### config.mk
export PLATFORM = sky130hd
export DESIGN_NAME = input_debouncer
export DESIGN_NICKNAME = d
export VERILOG_FILES = /design/src/rtl/input_debouncer.sv
export SDC_FILE = /design/constraint.sdc
export NUM_CORES = 1
export LEC_CHECK = 0
export CORE_MARGIN = 10
export CORE_UTILIZATION = 30
export CTS_BUF_LIST = sky130_fd_sc_hd__clkbuf_8 sky130_fd_sc_hd__clkbuf_16
export CTS_CLUSTER_DIAMETER = 120
export CTS_CLUSTER_SIZE = 40
export DETAILED_ROUTE_END_ITERATION = 16
export MAX_ROUTING_LAYER = met4
export PLACE_DENSITY = 0.46
export SYNTH_ARGS = -nofsm -noshare
export SYNTH_HDL_FRONTEND = slang
export SYNTH_SLANG_ARGS = --single-unit
### constraint.sdc
create_clock -name clk -period 3 [get_ports clk]
set_input_delay 0.3 -clock clk [delete_from_list [all_inputs] [get_ports clk]]
set_output_delay 0.3 -clock clk [all_outputs]
set_load 0.03 [all_outputs]
### src/rtl/input_debouncer.sv
// input_debouncer: synchronises a raw level and only follows it after STABLE_CYCLES consecutive agreeing samples
module input_debouncer #(
  parameter int SYNC_STAGES   = 2,
  parameter int STABLE_CYCLES = 16,
  parameter int CNT_W         = $clog2(STABLE_CYCLES) + 1
) (
  input  logic clk,
  input  logic reset,
  input  logic raw_in,
  input  logic sample_en,
  output logic db_level,
  output logic busy
);
  typedef enum logic {IDLE, WAIT} state_t;
  state_t                 state, state_d;
  logic [CNT_W-1:0]       cnt, cnt_d;
  logic [SYNC_STAGES-1:0] sync;
  logic                   s, diff, last, db_d;
  assign s    = sync[SYNC_STAGES-1];
  assign diff = s != db_level;
  assign last = cnt == CNT_W'(STABLE_CYCLES - 1);
  always_ff @(posedge clk or negedge reset)
    if (!reset) begin
      sync     <= '0;
      state    <= IDLE;
      cnt      <= '0;
      db_level <= 1'b0;
    end else begin
      sync     <= {sync[SYNC_STAGES-2:0], raw_in};
      state    <= state_d;
      cnt      <= cnt_d;
      db_level <= db_d;
    end
  always_comb begin
    state_d = state;
    cnt_d   = cnt;
    db_d    = db_level;
    if (sample_en) begin
      state_d = (diff && !(state == WAIT && last)) ? WAIT : IDLE;
      cnt_d   = (state_d == WAIT) ? ((state == WAIT) ? cnt + 1'b1 : CNT_W'(1)) : '0;
      db_d    = db_level ^ (state == WAIT && diff && last);
    end
  end
  assign busy = state == WAIT;
endmodule
==> impl_results.md, run 1 <==
- CP endpoint kind: flop
- Post-synthesis mux area share: 2.64%
- Synth warn: 0
- Postcts setup bufs: 0
- Routability-driven placement congestion ratio: 0.777
- Gates resized, CTS repair: 0
- Hold WC Path Type: flop to flop
- DRT iter0 DRCs: 3
- H-tree levels: 1
- Global route overflow: 0
- RSZ-0062 raised after global routing: no
- Final setup fails: 0
- Hold Vio Cnt, Final: 0
- Dpl hpwl: 582 um
- Compound-cell area share of the yosys netlist: 17.6%
- Worst r2r path cells: 6
- Synth Area in Simple Gates: 15.5%
- Max-slew violations: 0
- Hold endpoint: sync[1]$_DFF_PN0_
- Reg2reg end: cnt[3]$_DFFE_PN0P_
- Yosys top cell area share: 52.8%
- Setup TNS: 0 ps
- Critical path launch point type: flop
- Routed len/inst: 12.7 um
- CP Class: flop to flop
- Hold buffer count at cts: 0
- Worst-margin pin slew: 410 ps
- FF+latch count, synth: 9
- Most instantiated library cell after synthesis: dfrtp_1
- Tot Pwr: 296 uW
- Post-synth ARST share: 100%
- Overall die area: 3330 um^2
- Number of global-route vias before repair: 288
- Chip width: 57.7 um
- Number of library cell types mapped by synthesis: 20
- Post-Syn Instances: 34
- Reg2reg setup slack: 1200 ps
- Diode count: 0
- Critical path fanouts, max: 6
- Vias: 294
- Final Cycle Share: 60.1%
- Max cap viols: 0
- Crit path time final: 1800 ps
- Area contributors post-synth: dfrtp_1 53%, ha_1 5.9%, a22o_1 4.1%
- Post-Synth Adder-Cell Area: 5.87%
- Initial Utilization: 32.4%
- R2R Path Start: cnt[0]$_DFFE_PN0P_
- Post-Syn Nets: 40
- Post-synth EDFFs: 0
- Worst-path clk slew: 40 ps
- Post-Synth XOR/XNOR Area: 3.81%
- Fin Hold WS: 355 ps
- Critical Path AT: 1970 ps
- Drt pass-1 iters: 4
- Final ANT Viol Nets: 0
- Area grow syn2layout: 27.0%
- Ys flop type: dfrtp_1
- Max Clock Freq: 555 MHz
- Clock Path Buffers: 2
- Worst Skew: 0.229 ps
- Die Height: 57.7 um
- Clk root buf: clkbuf_8
- I/O Buffers: 5
- CTS Sinks: 9
- Hold path depth: 0
- Maximum VDD drop: 0.000283 V
- Total power per unit cell area: 546 nW/um^2
- Core box area: 1320 um^2
- Status: finished, final reports clean
- Cell taking the most area after synthesis: dfrtp_1
- Via-to-Cell Ratio: 5.07
- GRT Util Overall: 5.44%
- Sequential fraction of the synthesis area: 52.8%
- Clk Latency, worst-skew pair: 230 ps
- Synthesized area: 427 um^2
- Largest net degree at the start of global routing: 10
- Worst rel slew slack: 72.5%
- I/O pin count: 6
- Worst Hold Launch: sync[0]$_DFF_PN0_
- Antenna violations before repair: 0
- P_leak: 0.000248 uW
- CTS tree: done
- Final #Nets: 50
- Data required time of the critical path: 3170 ps
- Final core occ: 41.1%
- Largest family of logic cells by synthesized area: compound AO/OA/AOI/OAI gates
- Routed Wire Length: 739 um
- Rows: 13
- First-pass GRT wire length: 1.35 mm
- Avg Synthesized Cell Area: 12.5 um^2
- Clock buffer count from CTS: 3
- Drt drc: 0
- Share of cells above drive strength 1: 20.9%
how the worst max path moves through the flow:
stage	from	to	slack, ps
6_report	cnt[0]$_DFFE_PN0P_	cnt[3]$_DFFE_PN0P_	1200
5_1_grt	cnt[0]$_DFFE_PN0P_	cnt[3]$_DFFE_PN0P_	1020
4_1_cts	cnt[0]$_DFFE_PN0P_	cnt[3]$_DFFE_PN0P_	1200
3_5_place_dp	cnt[0]$_DFFE_PN0P_	cnt[3]$_DFFE_PN0P_	1220
3_3_place_gp	cnt[0]$_DFFE_PN0P_	cnt[3]$_DFFE_PN0P_	1220
2_1_floorplan	cnt[0]$_DFFE_PN0P_	cnt[3]$_DFFE_PN0P_	1340
metal layers:
metal,vias up,routed length [um],global-route usage (%)
li1,145,-,-
met2,11,331,7.06
met4,0,0,1.01
met5,-,0,-
met1,138,328,6.00
met3,0,79,5.01
report_power, final:
part / total (uW) / switching [uW] / internal (uW)
logic: 26.0 / 13.9 / 12.0
clock network: 137 / 46.9 / 90.4
registers: 132 / 5.54 / 127
registers in the layout (all words and copies together) (netlist names):
| register | cells |
|---|---|
| cnt | 5 |
| sync | 2 |
| busy | 1 |
| db_level | 1 |
placed cells by master, fill, tap and decap left out:
cell,netlist,layout
nand3_1,2,2
o31ai_2,1,1
clkdlybuf4s50_1,0,5
xnor2_2,1,1
nor3b_1,1,1
nor3_1,1,1
inv_1,2,2
a21o_1,2,2
o22a_1,1,1
nand3b_2,1,1
clkinv_2,0,1
nand2_1,1,1
nor2_1,2,2
a211oi_1,1,1
o21ai_0,1,1
nor4b_2,1,1
mux2_2,1,1
dfrtp_1,9,9
o32ai_1,1,1
clkbuf_8,0,3
and3_1,1,1
ha_1,2,2
a22o_1,2,2
logic make-up (layout without fill, tap and decap cells):
logic type	Yosys count	in the layout
flip-flops	9	9
XOR/XNOR	1	1
multiplexers	1	1
buffers and inverters	2	11
AO/OA/AOI/OAI	9	9
adder cells (fa/ha/maj)	2	2
AND/OR/NAND/NOR	10	10
stage by stage:
stage	worst slack [ps]	std cells	instance area, um^2
after floorplan	1340	34	427
after global placement	1220	54	495
after detailed placement	1220	54	495
after CTS	1200	58	542
after global routing	1020	58	542
final	1200	58	542
worst max-delay path, stage by stage, from the launching register on:
cell and delay (ps):
dfrtp_1 410, ha_1 250, and3_1 190, ha_1 210, nand3b_2 290, nor3b_1 220
o22a_1 160
final cells by class:
type | instances | area, um^2
Clock inverter | 1 | 5.00
Clock buffer | 3 | 41.3
Tap cell | 15 | 18.8
Sequential cell | 9 | 225
Timing Repair Buffer | 5 | 50.0
Fill cell | 121 | 776
Inverter | 2 | 7.51
Multi-Input combinational cell | 23 | 194
(Power assumes the default switching activity.)
==> run 2, diff against run 1 <==
==> constraint.sdc (replaced) <==
create_clock -name clk -period 1.74 [get_ports clk]
set_input_delay 0.174 -clock clk [delete_from_list [all_inputs] [get_ports clk]]
set_output_delay 0.174 -clock clk [all_outputs]
set_load 0.03 [all_outputs]
==> impl_results.md, run 2 (synthesized netlist as in run 1, its figures left out) <==
- Status: finished, final reports clean
- Data required time of the critical path: 1860 ps
- Global route overflow: 0
- Drt drc: 0
- Initial Utilization: 32.4%
- Overall die area: 3330 um^2
- CTS tree: done
- Worst Skew: 0.231 ps
- Critical Path AT: 1780 ps
- Area grow syn2layout: 36.4%
- Share of cells above drive strength 1: 28.3%
- Total power per unit cell area: 895 nW/um^2
- CP Class: flop to flop
- Clk Latency, worst-skew pair: 230 ps
- Max FFs per register: 5
- Critical path fanouts, max: 3
- Critical Path Source: cnt[1]$_DFFE_PN0P_
- Most frequent cells in the layout: 9 x dfrtp_1, 5 x clkdlybuf4s50_1, 3 x inv_1, 3 x clkbuf_8, 3 x buf_4
- Maximum VDD drop: 0.000419 V
- Core box area: 1320 um^2
- Vias: 312
- I/O pin count: 6
- Clock buffer count from CTS: 3
- Final ANT Viol Nets: 0
- First-pass GRT wire length: 1.55 mm
- Largest registers: cnt (5), sync (2)
- Diode count: 0
- Commonest non-fill, non-tap cell in the layout: dfrtp_1
- H-tree levels: 1
- Number of global-route vias before repair: 322
- Final Cycle Share: 95.4%
- Max Clock Freq: 603 MHz
- Clk root buf: clkbuf_8
- CTS Sinks: 9
- GRT Util Overall: 6.42%
- Final #Nets: 53
- R2R Path Start: cnt[1]$_DFFE_PN0P_
- Clock Path Buffers: 2
- Drt pass-1 iters: 3
- Critical Path Sink: db_level$_DFFE_PN0P_
- Hold WC Path Type: primary input to async pin
- Setup TNS: 0 ps
- CP endpoint kind: flop
- Hold buffer count at cts: 0
- Worst rel slew slack: 67.6%
- Placed Cells incl. Taps: 57
- Chip width: 57.7 um
- Max-slew violations: 0
- Routed Wire Length: 871 um
- Crit path time final: 1660 ps
- Largest net degree at the start of global routing: 10
- Fin Hold WS: 244 ps
- Final setup fails: 0
- Final core occ: 44.2%
- Routed len/inst: 14.3 um
- Largest Register: cnt
- Routability-driven placement congestion ratio: 0.862
- Critical path launch point type: flop
- Post-route insts no fill: 61
- Die Height: 57.7 um
- Reg2reg end: db_level$_DFFE_PN0P_
- RSZ-0062 raised after global routing: no
- Via-to-Cell Ratio: 5.11
- Hold Vio Cnt, Final: 0
- Worst-margin pin slew: 484 ps
- DRT iter0 DRCs: 2
- Antenna violations before repair: 0
- Reg2reg setup slack: 80 ps
- Max cap viols: 0
- P_leak: 0.000280 uW
- Worst r2r path cells: 6
- I/O Buffers: 5
- Dpl hpwl: 614 um
- Rows: 13
- Worst-path clk slew: 50 ps
-- run 2: where the power goes --
| part | internal (uW) | leakage, uW | switching [uW] | total, uW |
|---|---|---|---|---|
| registers | 219 | 0.000117 | 9.04 | 228 |
| logic | 25.4 | 0.000136 | 28.0 | 53.4 |
| clock network | 154 | 0.0000269 | 85.6 | 240 |
-- run 2: worst min-delay path by stage --
| stage | start | to | depth (start not counted) |
|---|---|---|---|
| after floorplan | reset | busy$_DFFE_PN0P_ | 0 |
| after global placement | sync[0]$_DFF_PN0_ | sync[1]$_DFF_PN0_ | 0 |
| after detailed placement | sync[0]$_DFF_PN0_ | sync[1]$_DFF_PN0_ | 0 |
| after CTS | reset | db_level$_DFFE_PN0P_ | 1 |
| after global routing | reset | sync[1]$_DFF_PN0_ | 1 |
| final | reset | cnt[3]$_DFFE_PN0P_ | 1 |
-- run 2: stage by stage --
stage	total power, uW	setup WS (ps)	cell area, um^2
2_1_floorplan	254	84.1	427
5_1_grt	549	6.93	582
6_report	521	80.8	582
3_3_place_gp	280	100	518
3_5_place_dp	281	60.3	518
4_1_cts	524	9.91	563
-- run 2: metal layers --
layer	track usage, %	vias to the layer above	share of wire [%]
met3	3.05	2	6.8
met5	-	-	0
met4	5.03	0	2.6
li1	-	150	-
met2	8.74	6	46
met1	6.95	154	45
-- run 2: area by class of cell --
class                   instances  area (um^2)
well taps                      15         18.8
fillers                       122          736
flip-flops and latches          9          225
clock buffers                   3         41.3
inverters                       2         7.51
repair buffers                  8         72.6
clock inverters                 1         3.75
multi-input cells              23          213
-- run 2: timing repair --
item / CTS / global route
setup buffers: 0 / 0
endpoints found under the setup margin: 0 / 2
resized for setup: 0 / 3
-- run 2: worst max-delay path, cell delays in order, from the launching register on --
cell and delay [ps]:
dfrtp_1 390, ha_1 210, and3_1 190, ha_1 190, buf_4 140, nand3_1 80
mux2_2 340
